### src/rtl/mms_seq_ctrl_pkg.sv
// Shared types and constants for the min/max sequencing controller.
package mms_seq_ctrl_pkg;

    localparam int unsigned STATE_W = 2;
    localparam int unsigned SLOTS   = 3;
    localparam int unsigned FILL_W  = 2;

    typedef enum logic [STATE_W-1:0] {
        ST_IDLE   = 2'd0,
        ST_FILL   = 2'd1,
        ST_REDUCE = 2'd2,
        ST_DONE   = 2'd3
    } state_e;

    localparam logic SEL_MIN = 1'b1;
    localparam logic SEL_MAX = 1'b0;

endpackage

### src/rtl/mms_seq_ctrl_cmp.sv
// Combinational 4-operand unsigned min/max: two-level tree of pairwise compares.
module mms4_cmp
    import mms_seq_ctrl_pkg::*;
#(
    parameter int unsigned DATA_W = 8
) (
    input  logic              sel,
    input  logic [DATA_W-1:0] op0,
    input  logic [DATA_W-1:0] op1,
    input  logic [DATA_W-1:0] op2,
    input  logic [DATA_W-1:0] op3,
    output logic [DATA_W-1:0] res_c
);

    logic [DATA_W-1:0] lvl0_c;
    logic [DATA_W-1:0] lvl1_c;

    // Ties return either operand, which are equal, so the choice is irrelevant.
    function automatic logic [DATA_W-1:0] pick(input logic s,
                                               input logic [DATA_W-1:0] a,
                                               input logic [DATA_W-1:0] b);
        if (s == SEL_MAX) begin
            return (a >= b) ? a : b;
        end
        return (a <= b) ? a : b;
    endfunction

    // Pairwise first level, then combine the two winners.
    always_comb begin
        lvl0_c = pick(sel, op0, op1);
        lvl1_c = pick(sel, op2, op3);
        res_c  = pick(sel, lvl0_c, lvl1_c);
    end

endmodule

### src/rtl/mms_seq_ctrl.sv
// Packet min/max reducer: buffers numbers three at a time and folds each group
// into a running accumulator through one shared 4-input compare unit.
module mms_seq_ctrl
    import mms_seq_ctrl_pkg::*;
#(
    parameter int unsigned DATA_W = 8,
    parameter int unsigned CNT_W  = 8
) (
    input  logic              clk,
    input  logic              reset,
    input  logic              start,
    input  logic              select,
    input  logic              in_valid,
    input  logic [DATA_W-1:0] in_data,
    input  logic              in_last,
    output logic              in_ready,
    output logic [DATA_W-1:0] result,
    output logic              result_valid,
    output logic              busy,
    output logic [CNT_W-1:0]  count
);

    localparam logic [CNT_W-1:0] CNT_MAX = '1;

    state_e              state_q, state_d;
    logic                sel_q, sel_d;
    logic [DATA_W-1:0]   acc_q, acc_d;
    logic [DATA_W-1:0]   slot_q [SLOTS];
    logic [DATA_W-1:0]   slot_d [SLOTS];
    logic [FILL_W-1:0]   fill_q, fill_d;
    logic [CNT_W-1:0]    count_q, count_d;
    logic                last_q, last_d;
    logic [DATA_W-1:0]   result_q, result_d;
    logic                result_valid_q, result_valid_d;
    logic                in_ready_q, in_ready_d;
    logic                busy_q, busy_d;

    logic [DATA_W-1:0]   ident_c;
    logic [DATA_W-1:0]   op_c [SLOTS];
    logic [DATA_W-1:0]   cmp_res_c;
    logic                xfer_c;

    // Identity operand for the latched mode; also pads unwritten slots.
    always_comb begin
        ident_c = (sel_q == SEL_MIN) ? '1 : '0;
        for (int i = 0; i < SLOTS; i++) begin
            op_c[i] = (FILL_W'(i) < fill_q) ? slot_q[i] : ident_c;
        end
    end

    mms4_cmp #(
        .DATA_W (DATA_W)
    ) u_cmp (
        .sel   (sel_q),
        .op0   (acc_q),
        .op1   (op_c[0]),
        .op2   (op_c[1]),
        .op3   (op_c[2]),
        .res_c (cmp_res_c)
    );

    // Next-state and datapath updates; registered outputs follow the next state.
    always_comb begin
        state_d        = state_q;
        sel_d          = sel_q;
        acc_d          = acc_q;
        slot_d         = slot_q;
        fill_d         = fill_q;
        count_d        = count_q;
        last_d         = last_q;
        result_d       = result_q;
        result_valid_d = 1'b0;
        xfer_c         = in_valid && in_ready_q;

        case (state_q)
            ST_IDLE: begin
                if (start) begin
                    sel_d   = select;
                    acc_d   = (select == SEL_MIN) ? '1 : '0;
                    fill_d  = '0;
                    count_d = '0;
                    last_d  = 1'b0;
                    state_d = ST_FILL;
                end
            end
            ST_FILL: begin
                if (xfer_c) begin
                    for (int i = 0; i < SLOTS; i++) begin
                        if (fill_q == FILL_W'(i)) begin
                            slot_d[i] = in_data;
                        end
                    end
                    fill_d  = fill_q + FILL_W'(1);
                    count_d = (count_q == CNT_MAX) ? count_q : count_q + CNT_W'(1);
                    if ((fill_q == FILL_W'(SLOTS - 1)) || in_last) begin
                        last_d  = in_last;
                        state_d = ST_REDUCE;
                    end
                end
            end
            ST_REDUCE: begin
                acc_d   = cmp_res_c;
                fill_d  = '0;
                state_d = last_q ? ST_DONE : ST_FILL;
            end
            ST_DONE: begin
                state_d = ST_IDLE;
            end
            default: begin
                state_d = ST_IDLE;
            end
        endcase

        in_ready_d = (state_d == ST_FILL);
        busy_d     = (state_d != ST_IDLE);
        if (state_d == ST_DONE) begin
            result_d       = acc_d;
            result_valid_d = 1'b1;
        end
    end

    // State and datapath registers with synchronous reset.
    always_ff @(posedge clk) begin
        if (reset) begin
            state_q        <= ST_IDLE;
            sel_q          <= SEL_MAX;
            acc_q          <= '0;
            for (int i = 0; i < SLOTS; i++) begin
                slot_q[i] <= '0;
            end
            fill_q         <= '0;
            count_q        <= '0;
            last_q         <= 1'b0;
            result_q       <= '0;
            result_valid_q <= 1'b0;
            in_ready_q     <= 1'b0;
            busy_q         <= 1'b0;
        end else begin
            state_q        <= state_d;
            sel_q          <= sel_d;
            acc_q          <= acc_d;
            slot_q         <= slot_d;
            fill_q         <= fill_d;
            count_q        <= count_d;
            last_q         <= last_d;
            result_q       <= result_d;
            result_valid_q <= result_valid_d;
            in_ready_q     <= in_ready_d;
            busy_q         <= busy_d;
        end
    end

    assign in_ready     = in_ready_q;
    assign result       = result_q;
    assign result_valid = result_valid_q;
    assign busy         = busy_q;
    assign count        = count_q;

endmodule

### config.mk
export PLATFORM = sky130hd
export DESIGN_NAME = mms_seq_ctrl
export DESIGN_NICKNAME = d
export VERILOG_FILES = /design/src/rtl/mms_seq_ctrl_pkg.sv /design/src/rtl/mms_seq_ctrl_cmp.sv /design/src/rtl/mms_seq_ctrl.sv
export SDC_FILE = /design/constraint.sdc
export NUM_CORES = 1
export LEC_CHECK = 0
export CORE_ASPECT_RATIO = 1.1
export CORE_UTILIZATION = 45
export CTS_CLUSTER_SIZE = 12
export DETAILED_ROUTE_END_ITERATION = 8
export PLACE_DENSITY = 0.67
export SYNTH_ARGS = -nofsm -noshare
export SYNTH_HDL_FRONTEND = slang
export SYNTH_SLANG_ARGS = --single-unit
### constraint.sdc
create_clock -name clk -period 9.27 [get_ports clk]
set_input_delay 1.3905 -clock clk [delete_from_list [all_inputs] [get_ports clk]]
set_output_delay 1.3905 -clock clk [all_outputs]
set_load 0.01 [all_outputs]
# After elaboration in Yosys (flattened, before gate mapping)
# Cells that the tools add are included.
# word_totals
latch_bits	0
out_inout_bits	19
memories	0
mem_bits_rw	0
romBits	0
word_cells	83
regBits	57
# classes
shifts	0
n_addsub	2
muxes	33
mul	0
magnitude_cmp	9
div	0
n_eq_ne	12
n_bitwise	0
reduce_logical	14
# ops
cell	n
$mux W8	18
$pmux W8 S2	2
$ge A8 B8 Y1	3
$le A8 B8 Y1	3
$mux W2	6
$reduce_and A3 Y1	4
$add A8 B1 Y8 const B	1
$eq A2 B2 Y1 const B	4
$eq A8 B8 Y1 const B	1
$ne A2 B2 Y1 const B	4
$pmux W2 S4	1
$reduce_and A4 Y1	2
$eq A2 B1 Y1 const B	3
$pmux W2 S3	1
$logic_not A2 Y1	2
$lt A1 B2 Y1 const A	2
$mux W1	4
$reduce_bool A2 Y1	2
$reduce_bool A3 Y1	1
$add A2 B1 Y2 const B	1
$lt A2 B2 Y1 const A	1
$pmux W1 S2	1
$reduce_and A2 Y1	1
$logic_and A1 B1 Y1	1
$logic_or A1 B1 Y1	1

# Longest topological paths before layout
# logic_depth
ltp_word	9
mapped_depth	26

# By module
# From an unflattened synthesis, not the netlist that was laid out.
# unflattened
hier_cells	442
hier_area_um2	3485.8
# modules_own_cells
mod	instances	area_per_inst_um2	seq_area_each_um2	cells_each
mms_seq_ctrl	1	2560.0	1141.1	327
mms4_cmp	1	925.9	0.0	115

# Worst setup path before layout
# OpenSTA, ideal clock, no wires.
# synth_path
kind	reg-to-reg
startpoint	register fill_q[1]
endpoint	register acc_q[1]
path_slack_ps	3855
path_stages_with_launch	27
arrival_ps	5283
t_required_ps	9138
path_buffers	3
synth_period_minus_slack_ps	5415
setup_ps	132
cell_sequence	dfxtp_1 clkbuf_1 inv_1 ha_1 buf_2 clkinv_1 nor2_1 a21o_1 inv_1 ha_1 a211oi_1 nor2_1 or2_2 o21ai_0 nor3b_1 buf_2 mux2i_1 inv_1 ha_1 nor2b_1 o211ai_1 a21oi_1 o22ai_1 nand2_1 a2111oi_0 a211o_1 a21oi_1
# synth_via
elab_chain_cells	9
word_cells_on_any_way	22
cone_classes	order compare: 9; mux: 13
# synth_lines
element	line	text
start: declaration	mms_seq_ctrl.sv:30	logic [FILL_W-1:0] fill_q, fill_d;
start signal: assignment	mms_seq_ctrl.sv:143	fill_q <= fill_d;
$lt A1 B2 Y1 or $lt A2 B2 Y1 (tied branches)	mms_seq_ctrl.sv:47	op_c[i] = (FILL_W'(i) < fill_q) ? slot_q[i] : ident_c;
$mux W8	mms_seq_ctrl.sv:47	
$ge A8 B8 Y1 or $le A8 B8 Y1 (tied branches)	mms_seq_ctrl_cmp.sv:23, mms_seq_ctrl_cmp.sv:25	
$mux W8, on equally long branches	mms_seq_ctrl_cmp.sv:23, mms_seq_ctrl_cmp.sv:25	
$mux W8	mms_seq_ctrl_cmp.sv:25	return (a <= b) ? a : b;
$ge A8 B8 Y1 or $le A8 B8 Y1 (tied branches)	mms_seq_ctrl_cmp.sv:23, mms_seq_ctrl_cmp.sv:25	
$mux W8, on equally long branches	mms_seq_ctrl_cmp.sv:23, mms_seq_ctrl_cmp.sv:25	
$mux W8 *	mms_seq_ctrl_cmp.sv:25	
$pmux W8 S2 *	mms_seq_ctrl.sv:75	case (state_q)
end signal: assignment	mms_seq_ctrl.sv:127	acc_q <= '0;
end signal: assignment	mms_seq_ctrl.sv:141	acc_q <= acc_d;
end: declaration	mms_seq_ctrl.sv:27	logic [DATA_W-1:0] acc_q, acc_d;
# Every way passes the cells marked *; elsewhere a longest branch is shown, timed or not.
# A chain may end at the register's enable or synchronous reset.

# Worst setup path after layout
# Ends and elaborated chain as after synthesis.

==> impl_metrics.csv <==
group,metric,value,unit
worst_setup_path,cp_max_fo,17,
route,vias,3909,
placement,place_area,4240,um2
logic_synthesis,synthTopCellsByArea,"dfxtp_1, a21oi_1, ha_1",
worst_setup_path,setup.worst_path.class,"reg -> reg",
floorplanning,die_y,99.3,um
worst_setup_path,cp_data_required_time,9.46,ns
grt,groute.usage.overall,0.252,
route,top_layer,"met4",
route,drt-pass1-iter-count,5,
route,dr_wl_met2,5.33,mm
logic_synthesis,synth_nets,559,
floorplanning,rows,35,
logic_synthesis,syn_area_per_cell,7.50,um2
sta,finalSetupViolCount,0,
logic_synthesis,synthMostInstantiatedCell,"a21oi_1",
clocking,cts_inserted_buffers,9,
grt,grt_max_degree,51,
floorplanning,die-area,8990,um2
clocking,clk_transition_reported_paths,0.07,ns
flow_run,max-cap-violations,0,
sta,fmax,147,MHz
logic_synthesis,ys.flop_type,"dfxtp_1",
logic_synthesis,synthCells,517,
layout,drive_gt1_frac,0.0667,
clocking,cts_buffer_depth,2,
sta,rsz0062_at_grt,"no",
logic_synthesis,yosysWarningCount,0,
sta,hold_violations,0,
min_path,hp-start,"result[1]",
clocking,clock_latency,0.33,ns
worst_setup_path,cp.arrival,7.01,ns
sta,worstMarginPinSlew,0.986,ns
worst_setup_path,end_kind,"flop",
floorplanning,start_util,0.463,
logic_synthesis,synth_top_area_frac,0.294,
grt,grt_pass1_vias,3577,
layout,area_delta_synth_final,13.9,%
logic_synthesis,ys_ff_latch,57,
route,totalWireLength,11.3,mm
logic_synthesis,synth_area,3880,um2
worst_setup_path,cp-startpoint,"fill_q[1]",
grt,antenna_found_initial,0,
clocking,holdBufCountCts,0,
sta,fin_crit_sh,0.736,
worst_setup_path,cp-start-kind,"flop",
route,routedWlPerCell,17.3,um
clocking,cts_num_sinks,57,
sta,finClkSkew,0.0106,ns
placement,dp_hpwl,8.48,mm
power_and_ir_drop,vdd_drop_max,0.105,mV
power_and_ir_drop,power_density,178,nW/um2
grt,grt_pass1_wl,17.9,mm
logic_synthesis,synth_cell_types,59,
route,ant_nets,0,
layout,final_nets,578,
layout,final_area,4410,um2
status,status,"completed",
placement,gp_congestion,0.959,
clocking,cts_tree,"done",
logic_synthesis,synth_edf_count,0,
worst_setup_path,critPathMaxStageDelay,0.71,ns
power_and_ir_drop,p_leak,1.68,nW
clocking,cts-resized-gates,0,
sta,tns,0,ns
route,drtIter0Drc,224,
logic_synthesis,yosysTopAreaCell,"dfxtp_1",
floorplanning,core,8360,um2
worst_setup_path,worstReg2RegStart,"fill_q[1]",
clocking,cts-htree-levels,3,
route,route.met3.wl,502,um
route,drcViolationCount,0,
logic_synthesis,yosysSeqAreaShare,0.294,
floorplanning,die_width,90.5,um
min_path,hp-class,"reg -> reg",
sta,relSlewSlack,0.343,
sta,post-route-min-period,6.82,ns
route,drt-vias-per-instance,6.00,
clocking,post_cts_buffers,0,
worst_setup_path,cp_cell_sequence,"inv_1 > ha_1 > clkinv_1 > nor2_1 > a21o_1 > inv_1 > ha_1 > a211oi_1 > nor2_1 > or2_2 > o21ai_0 > nor3b_1 > buf_4 > mux2i_1 > inv_1 > ha_1 > nor2b_1 > o211ai_1 > a21oi_1 > o22ai_1 > nand2_1 > a2111oi_0 > a211o_1 > a21oi_1",
power_and_ir_drop,finalPower,786,uW
layout,antenna_cells,0,
floorplanning,ios,33,
sta,slew_viol_final,0,
worst_setup_path,critPathSlowestCell,"a2111oi_0",
logic_synthesis,netlist_top_cells_count,"a21oi_1, nand2_1, dfxtp_1",
placement,port_buffers,32,
route,drt-met1-wl,5.03,mm
grt,grt_overflow,0,
clocking,clockRootBuffer,"clkbuf_8",
logic_synthesis,ys_async_sr_fraction,0,
==> state kept, by name, summed over array words and instances (netlist names) <==
| signal | count |
|---|---|
| acc_q | 8 |
| busy | 1 |
| count | 8 |
| fill_q | 2 |
| in_ready | 1 |
| last_q | 1 |
| result | 8 |
| result_valid | 1 |
| sel_q | 1 |
| slot_q | 24 |
| state_q | 2 |
==> cells by family after synthesis <==
kind of cell / count (synthesis) / share of synthesized area
buffers and inverters: 55 / 0.0565
AND/OR/NAND/NOR: 195 / 0.244
flip-flops: 57 / 0.294
XOR/XNOR: 6 / 0.0136
adder cells (fa/ha/maj): 28 / 0.0904
multiplexers: 14 / 0.0371
AO/OA/AOI/OAI: 162 / 0.264
==> routing by layer <==
layer  GRT usage  vias up
met5           0        -
met4       0.132        0
met3      0.0359       28
met2       0.420      151
met1       0.318     1816
li1            -     1914
==> worst max-delay path, delay by kind of cell (launching register included) <==
| kind | cells | cell delay [ns] |
|---|---|---|
| AO/OA/AOI/OAI | 9 | 2.19 |
| adder cells (fa/ha/maj) | 3 | 1.04 |
| buffers and inverters | 5 | 1.01 |
| flip-flops | 1 | 0.50 |
| multiplexers | 1 | 0.30 |
| AND/OR/NAND/NOR | 6 | 1.65 |
==> final timing paths <==
kind / to / slack (ns) / cells past startpoint
max reg2reg: acc_q[1] / 2.45 / 24
min reg2reg: result[1] / 0.46 / 2
max: acc_q[1] / 2.45 / 24
min: result[1] / 0.46 / 2
==> cell usage in the layout, fill, tap and decap left out, drive strengths merged, types with 8 or more instances in the layout <==
cell | synthesis | routed
a21oi | 74 | 74
nand2 | 61 | 61
dfxtp | 57 | 57
nor2 | 45 | 45
nand3 | 32 | 32
clkdlybuf4s50 | 0 | 32
ha | 28 | 28
inv | 27 | 27
o21ai | 24 | 24
mux2i | 11 | 11
clkbuf | 20 | 10
a21o | 10 | 10
a211oi | 9 | 9
nand4 | 8 | 8
o211ai | 8 | 8
==> stage by stage <==
stage	cells	worst slack, ns	hold WS [ns]	utilization
CTS	651	2.58	0.459	0.528
floorplan	517	3.85	0.437	-
detailed placement	636	2.64	0.450	0.507
global route	651	2.03	0.481	0.528
global placement	636	2.68	0.449	0.507
finish	651	2.45	0.458	0.528
==> cell type report <==
class                   instances  area [um2]
clock buffers                  10         138
clock inverters                 5        32.5
fillers                       802        3950
inverters                      28         105
multi-input cells             405        2520
flip-flops and latches         57        1140
well taps                     111         139
repair buffers                 35         343
==> report_power, final <==
group	switching (mW)	internal [mW]	total, mW
logic	0.205	0.114	0.319
clock network	0.105	0.102	0.207
registers	0.00902	0.250	0.259
Note: power is estimated with default switching activity, not from simulation.
